--- src/rtl/piso_pkg.sv ---
// Shared definitions for the 4-bit parallel-in serial-out transmitter:
// FSM state encoding and the default word width.
package piso_pkg;

   typedef enum logic {
      IDLE  = 1'b0,
      SHIFT = 1'b1
   } piso_state_e;

   localparam int PISO_DEFAULT_WIDTH = 4;

endpackage : piso_pkg

--- src/rtl/piso_bit_counter.sv ---
// Bit-position counter for one serial frame; counts 0..WIDTH-1 on the falling
// clock edge and flags the last bit position.
module piso_bit_counter #(
   parameter int WIDTH = 4
) (
   input  logic clk,
   input  logic rst_n,
   input  logic clr,
   input  logic en,
   output logic tc
);

   localparam int CNT_W = $clog2(WIDTH);

   logic [CNT_W-1:0] cnt_q;
   logic [CNT_W-1:0] cnt_d;

   // Clear has priority so a back-to-back load restarts at bit 0.
   always_comb begin
      cnt_d = cnt_q;
      if (clr) begin
         cnt_d = {CNT_W{1'b0}};
      end else if (en) begin
         cnt_d = cnt_q + CNT_W'(1);
      end else begin
         cnt_d = cnt_q;
      end
   end

   // Counter register, updated on the falling edge.
   always_ff @(negedge clk or negedge rst_n) begin
      if (!rst_n) begin
         cnt_q <= {CNT_W{1'b0}};
      end else begin
         cnt_q <= cnt_d;
      end
   end

   assign tc = (cnt_q == CNT_W'(WIDTH - 1));

endmodule : piso_bit_counter

--- src/rtl/piso_4bit_tx.sv ---
// Parallel-in serial-out transmitter: accepts a WIDTH-bit word and shifts it
// out one bit per falling clock edge, with frame_start/done markers.
module piso_4bit_tx
   import piso_pkg::*;
#(
   parameter int WIDTH     = PISO_DEFAULT_WIDTH,
   parameter int MSB_FIRST = 1
) (
   input  logic             clk,
   input  logic             rst_n,
   input  logic [WIDTH-1:0] din,
   input  logic             load_valid,
   output logic             load_ready,
   output logic             sout,
   output logic             sout_valid,
   output logic             frame_start,
   output logic             done
);

   piso_state_e      state_q, state_d;
   logic [WIDTH-1:0] shreg_q, shreg_d;
   logic             sout_q, sout_d;
   logic             sout_valid_q, sout_valid_d;
   logic             frame_start_q, frame_start_d;

   logic             cnt_clr_s;
   logic             cnt_en_s;
   logic             cnt_tc_s;
   logic             accept_s;
   logic             first_bit_s;
   logic [WIDTH-1:0] rest_s;
   logic             next_bit_s;
   logic [WIDTH-1:0] shifted_s;

   piso_bit_counter #(
      .WIDTH (WIDTH)
   ) u_bit_counter (
      .clk   (clk),
      .rst_n (rst_n),
      .clr   (cnt_clr_s),
      .en    (cnt_en_s),
      .tc    (cnt_tc_s)
   );

   // The shift register holds only the bits not yet presented on sout.
   always_comb begin
      first_bit_s = 1'b0;
      rest_s      = {WIDTH{1'b0}};
      next_bit_s  = 1'b0;
      shifted_s   = {WIDTH{1'b0}};
      if (MSB_FIRST != 0) begin
         first_bit_s = din[WIDTH-1];
         rest_s      = {din[WIDTH-2:0], 1'b0};
         next_bit_s  = shreg_q[WIDTH-1];
         shifted_s   = {shreg_q[WIDTH-2:0], 1'b0};
      end else begin
         first_bit_s = din[0];
         rest_s      = {1'b0, din[WIDTH-1:1]};
         next_bit_s  = shreg_q[0];
         shifted_s   = {1'b0, shreg_q[WIDTH-1:1]};
      end
   end

   assign load_ready = (state_q == IDLE) || ((state_q == SHIFT) && cnt_tc_s);
   assign accept_s   = load_valid && load_ready;

   // Next-state and output-register logic.
   always_comb begin
      state_d       = state_q;
      shreg_d       = shreg_q;
      sout_d        = sout_q;
      sout_valid_d  = sout_valid_q;
      frame_start_d = frame_start_q;
      cnt_clr_s     = 1'b0;
      cnt_en_s      = 1'b0;

      case (state_q)
         IDLE: begin
            if (accept_s) begin
               state_d       = SHIFT;
               shreg_d       = rest_s;
               sout_d        = first_bit_s;
               sout_valid_d  = 1'b1;
               frame_start_d = 1'b1;
               cnt_clr_s     = 1'b1;
            end else begin
               sout_d        = 1'b0;
               sout_valid_d  = 1'b0;
               frame_start_d = 1'b0;
            end
         end
         SHIFT: begin
            if (!cnt_tc_s) begin
               shreg_d       = shifted_s;
               sout_d        = next_bit_s;
               frame_start_d = 1'b0;
               cnt_en_s      = 1'b1;
            end else if (load_valid) begin
               shreg_d       = rest_s;
               sout_d        = first_bit_s;
               sout_valid_d  = 1'b1;
               frame_start_d = 1'b1;
               cnt_clr_s     = 1'b1;
            end else begin
               state_d       = IDLE;
               shreg_d       = {WIDTH{1'b0}};
               sout_d        = 1'b0;
               sout_valid_d  = 1'b0;
               frame_start_d = 1'b0;
               cnt_clr_s     = 1'b1;
            end
         end
         default: begin
            state_d       = IDLE;
            shreg_d       = {WIDTH{1'b0}};
            sout_d        = 1'b0;
            sout_valid_d  = 1'b0;
            frame_start_d = 1'b0;
            cnt_clr_s     = 1'b1;
         end
      endcase
   end

   // State and output registers, updated on the falling edge.
   always_ff @(negedge clk or negedge rst_n) begin
      if (!rst_n) begin
         state_q       <= IDLE;
         shreg_q       <= {WIDTH{1'b0}};
         sout_q        <= 1'b0;
         sout_valid_q  <= 1'b0;
         frame_start_q <= 1'b0;
      end else begin
         state_q       <= state_d;
         shreg_q       <= shreg_d;
         sout_q        <= sout_d;
         sout_valid_q  <= sout_valid_d;
         frame_start_q <= frame_start_d;
      end
   end

   assign sout        = sout_q;
   assign sout_valid  = sout_valid_q;
   assign frame_start = frame_start_q;
   assign done        = (state_q == SHIFT) && cnt_tc_s;

endmodule : piso_4bit_tx

--- config.mk ---
export PLATFORM = sky130hd
export DESIGN_NAME = piso_4bit_tx
export DESIGN_NICKNAME = d
export VERILOG_FILES = /design/src/rtl/piso_pkg.sv /design/src/rtl/piso_bit_counter.sv /design/src/rtl/piso_4bit_tx.sv
export SDC_FILE = /design/constraint.sdc
export NUM_CORES = 1
export LEC_CHECK = 0
export CAP_MARGIN = 15
export CORE_AREA = 2 2 39 41
export CTS_BUF_LIST = sky130_fd_sc_hd__clkbuf_16
export DETAILED_ROUTE_END_ITERATION = 10
export DIE_AREA = 0 0 41 43
export HOLD_SLACK_MARGIN = 0.08
export PLACE_DENSITY = 0.66
export REMOVE_ABC_BUFFERS = 1
export SLEW_MARGIN = 30
export SYNTH_ARGS = -nofsm -noshare
export SYNTH_HDL_FRONTEND = slang
export SYNTH_SLANG_ARGS = --single-unit
--- constraint.sdc ---
create_clock -name clk -period 2.6 [get_ports clk]
set_clock_uncertainty 0.05 [all_clocks]
set_input_delay 0.39 -clock clk [delete_from_list [all_inputs] [get_ports clk]]
set_output_delay 0.39 -clock clk [all_outputs]
set_load 0.02 [all_outputs]
==> results.yml, run 1 <==
route:
  ant_nets: 0
  drt-wirelength-per-cell_um: 13.2
  drc_errors: 0
  num_vias: 338
  routed_via_density: 4.76
  drtIter0Drc: 3
  drtPass1Iterations: 4
  postRouteWirelength_um: 935
cts:
  cts_tree: "yes"
  clk_pin_slew_ps: 30
  cts_made_buffers: 3
  clockRootBuffer: "clkbuf_16"
  clock_sinks: 9
  clk_path_buf_depth: 2
  insertion_delay_ps: 270
  h-tree-depth: 1
timing:
  setup_viol: 2
  fin_ws_ps: -264
  worst_pin_slew_ps: 403
  drv_slew: 0
  relSlewSlack_pct: 73.0
  hold_violations: 0
  rsz0062_at_grt: "yes"
worst_setup_path:
  worstRegToRegCells: 4
  critPathMaxFanout: 4
  reg2reg_slack_ps: 1160
  required_ps: 2160
  end_kind: "output port"
  r2r-start: "u_bit_counter.cnt_q[1]"
  crit_type: "reg -> out"
  cp.arrival_ps: 2420
  crit_path_start_kind: "flip-flop"
  r2r_end: "sout_valid"
yosys:
  synth_edf_count: 0
  synth.most_common_cell: "dfrtn_1"
  ys_warn_count: 0
  synth_cells: 33
  yosys.area.top_type: "dfrtn_1"
  ys_seq_area_share_pct: 54.4
  synth_top_area_share_pct: 54.4
  yosys-top-cells-count: "dfrtn_1, inv_1, nor3b_1"
  synth_area_leaders: "dfrtn_1, nor3b_1, a311o_1, and3b_2, and2_2"
  ys_seq_elements: 9
  ys.flop_type: "dfrtn_1"
  postSynthAreaPerCell_um2: 12.5
  synth_area_um2: 414
  synthArstFlopShare_pct: 100
  ys_types: 18
floorplan:
  die_w_um: 41
  core_um2: 1380
  dieArea_um2: 1760
  rows: 14
  initial_utilization_pct: 29.9
  io_pins: 12
  die_h_um: 43
power_and_ir_drop:
  power_switching_uw: 255
  seqPwrFrac_pct: 27.2
  power.total_uw: 851
  powerDensity_nw_per_um2: 1270
  switching_share_pct: 30.0
  p_clk_share_pct: 32.5
  combPwrFrac_pct: 40.3
  vdd_ir_drop_max_uv: 546
  leakagePower_uw: 0.000323
  internal_power_uw: 596
global_route:
  grt_max_degree: 10
  grt_use_total_pct: 12.8
  grt_pass1_wl_mm: 1.43
  grt_pass1_vias: 315
  globalRoute.totalOverflow: 0
  antenna_found_initial: 0
final_layout:
  area_delta_synth_final_pct: 62.2
  fin_nets: 64
  n_antenna_cell: 0
  multi_input_area_um2: 171
  seq_area_um2: 225
  final_area_um2: 672
  fillers: 131
  drive_above_1_share_pct: 47.3
placement:
  place_area_um2: 567
  dp_hpwl_um: 595
  gp_congestion: 0.652
  port_buffers: 11
flow_run:
  drv_cap: 0
hold_path:
  hold_depth: 1
  hp-start: "sout_valid"
  min_to: "sout_valid"
  worstHoldPathType: "reg -> reg"
run_status:
  violations: "setup timing"
  status: "finished with violations"
registers in the layout (all words and copies together), names as in the netlist:
register and count:
sout 1, sout_valid 1, state_q 1, frame_start 1, shreg_q 3, u_bit_counter.cnt_q 2
power by group through the flow:
stage	combinational [uW]	clock, uW	sequential (uW)
after CTS	334	280	231
after global placement	313	0	228
after global routing	364	286	238
after detailed placement	318	0	231
final	343	277	231
after floorplan	147	0	251
area by class of cell:
class | count | share of cell area [%]
inverter | 3 | 1.68
tap | 16 | 2.98
clock buffer | 3 | 11.2
sequential | 9 | 33.5
timing repair buffer | 20 | 24.6
multi-input combinational | 19 | 25.5
clock inverter | 1 | 0.559
routing by layer:
metal  track usage [%]  up-vias  share of wire (%)
li1                  -      162                  -
met1              16.7      165                 45
met2              17.2        9                 49
met3              4.71        2                3.2
met4              8.00        0                2.7
met5                 0        -                  0
what timing repair did:
item | 4_1_cts | 5_1_grt
setup endpoints to repair | 7 | 2
pin swaps | 1 | 1
hold endpoints to repair | 0 | 0
buffers inserted | 2 | 1
gates cloned | 1 | 0
hold buffers | 0 | 0
gates resized for setup | 29 | 0
kinds of logic (layout without fill, tap and decap cells):
family / Yosys count / after routing / synth area share, %
buffers and inverters: 5 / 27 / 6.34
multiplexers: 2 / 2 / 5.14
flip-flops: 9 / 9 / 54.4
adder cells (fa/ha/maj): 1 / 1 / 3.02
AND/OR/NAND/NOR: 11 / 11 / 20.8
AO/OA/AOI/OAI: 5 / 5 / 10.3
worst max-delay path: stages, from the launching register on:
cell and delay [ps]:
dfrtn_1 410, ha_2 200, and2_4 140, buf_6 100
cell usage in the layout (no fill, tap or decap):
cell type and count:
ha_2 1, mux2_2 1, or2b_1 1, or3b_2 1, and2_2 1, buf_6 3
a31o_2 1, nor3b_1 3, dlygate4sd2_1 1, and2_4 1, o21ai_0 1, nand2b_4 1
nand2_1 1, clkdlybuf4s50_1 5, inv_1 4, o32ai_1 1, buf_2 4, and3b_2 2
clkbuf_16 3, dfrtn_1 9, mux2i_1 1, a311o_1 2, buf_4 7
worst max path at each step:
stage	startpoint	end
3_5_place_dp	u_bit_counter.cnt_q[0]	load_ready
4_1_cts	u_bit_counter.cnt_q[1]	done
5_1_grt	u_bit_counter.cnt_q[1]	done
2_1_floorplan	u_bit_counter.cnt_q[0]	load_ready
3_3_place_gp	u_bit_counter.cnt_q[0]	done
6_report	u_bit_counter.cnt_q[1]	done
through the flow:
| stage | TNS, ps | cells | worst slack, ps | hold WS [ps] | utilization (%) |
|---|---|---|---|---|---|
| floorplan | 0 | 31 | 37.3 | 353 | - |
| global placement | -2480 | 63 | -440 | 401 | 41.0 |
| detailed placement | -2600 | 63 | -462 | 406 | 41.0 |
| CTS | -528 | 70 | -265 | 402 | 48.0 |
| global route | -590 | 71 | -299 | 420 | 48.6 |
| finish | -526 | 71 | -264 | 397 | 48.6 |
Note: power is estimated with default switching activity, not from simulation.
==> inputs of run 2 (changes only) <==
SLEW_MARGIN = unset   (was 30)
==> results of run 2 <==
Same layout as run 1: the final DEF is identical, and so are final timing and power.
==> inputs of run 3 (changes only) <==
ABC_CLOCK_PERIOD_IN_PS = 2600   (was unset)
CAP_MARGIN = unset   (was 15)
==> results of run 3 <==
Same layout as run 1: the final DEF is identical, and so are final timing and power.
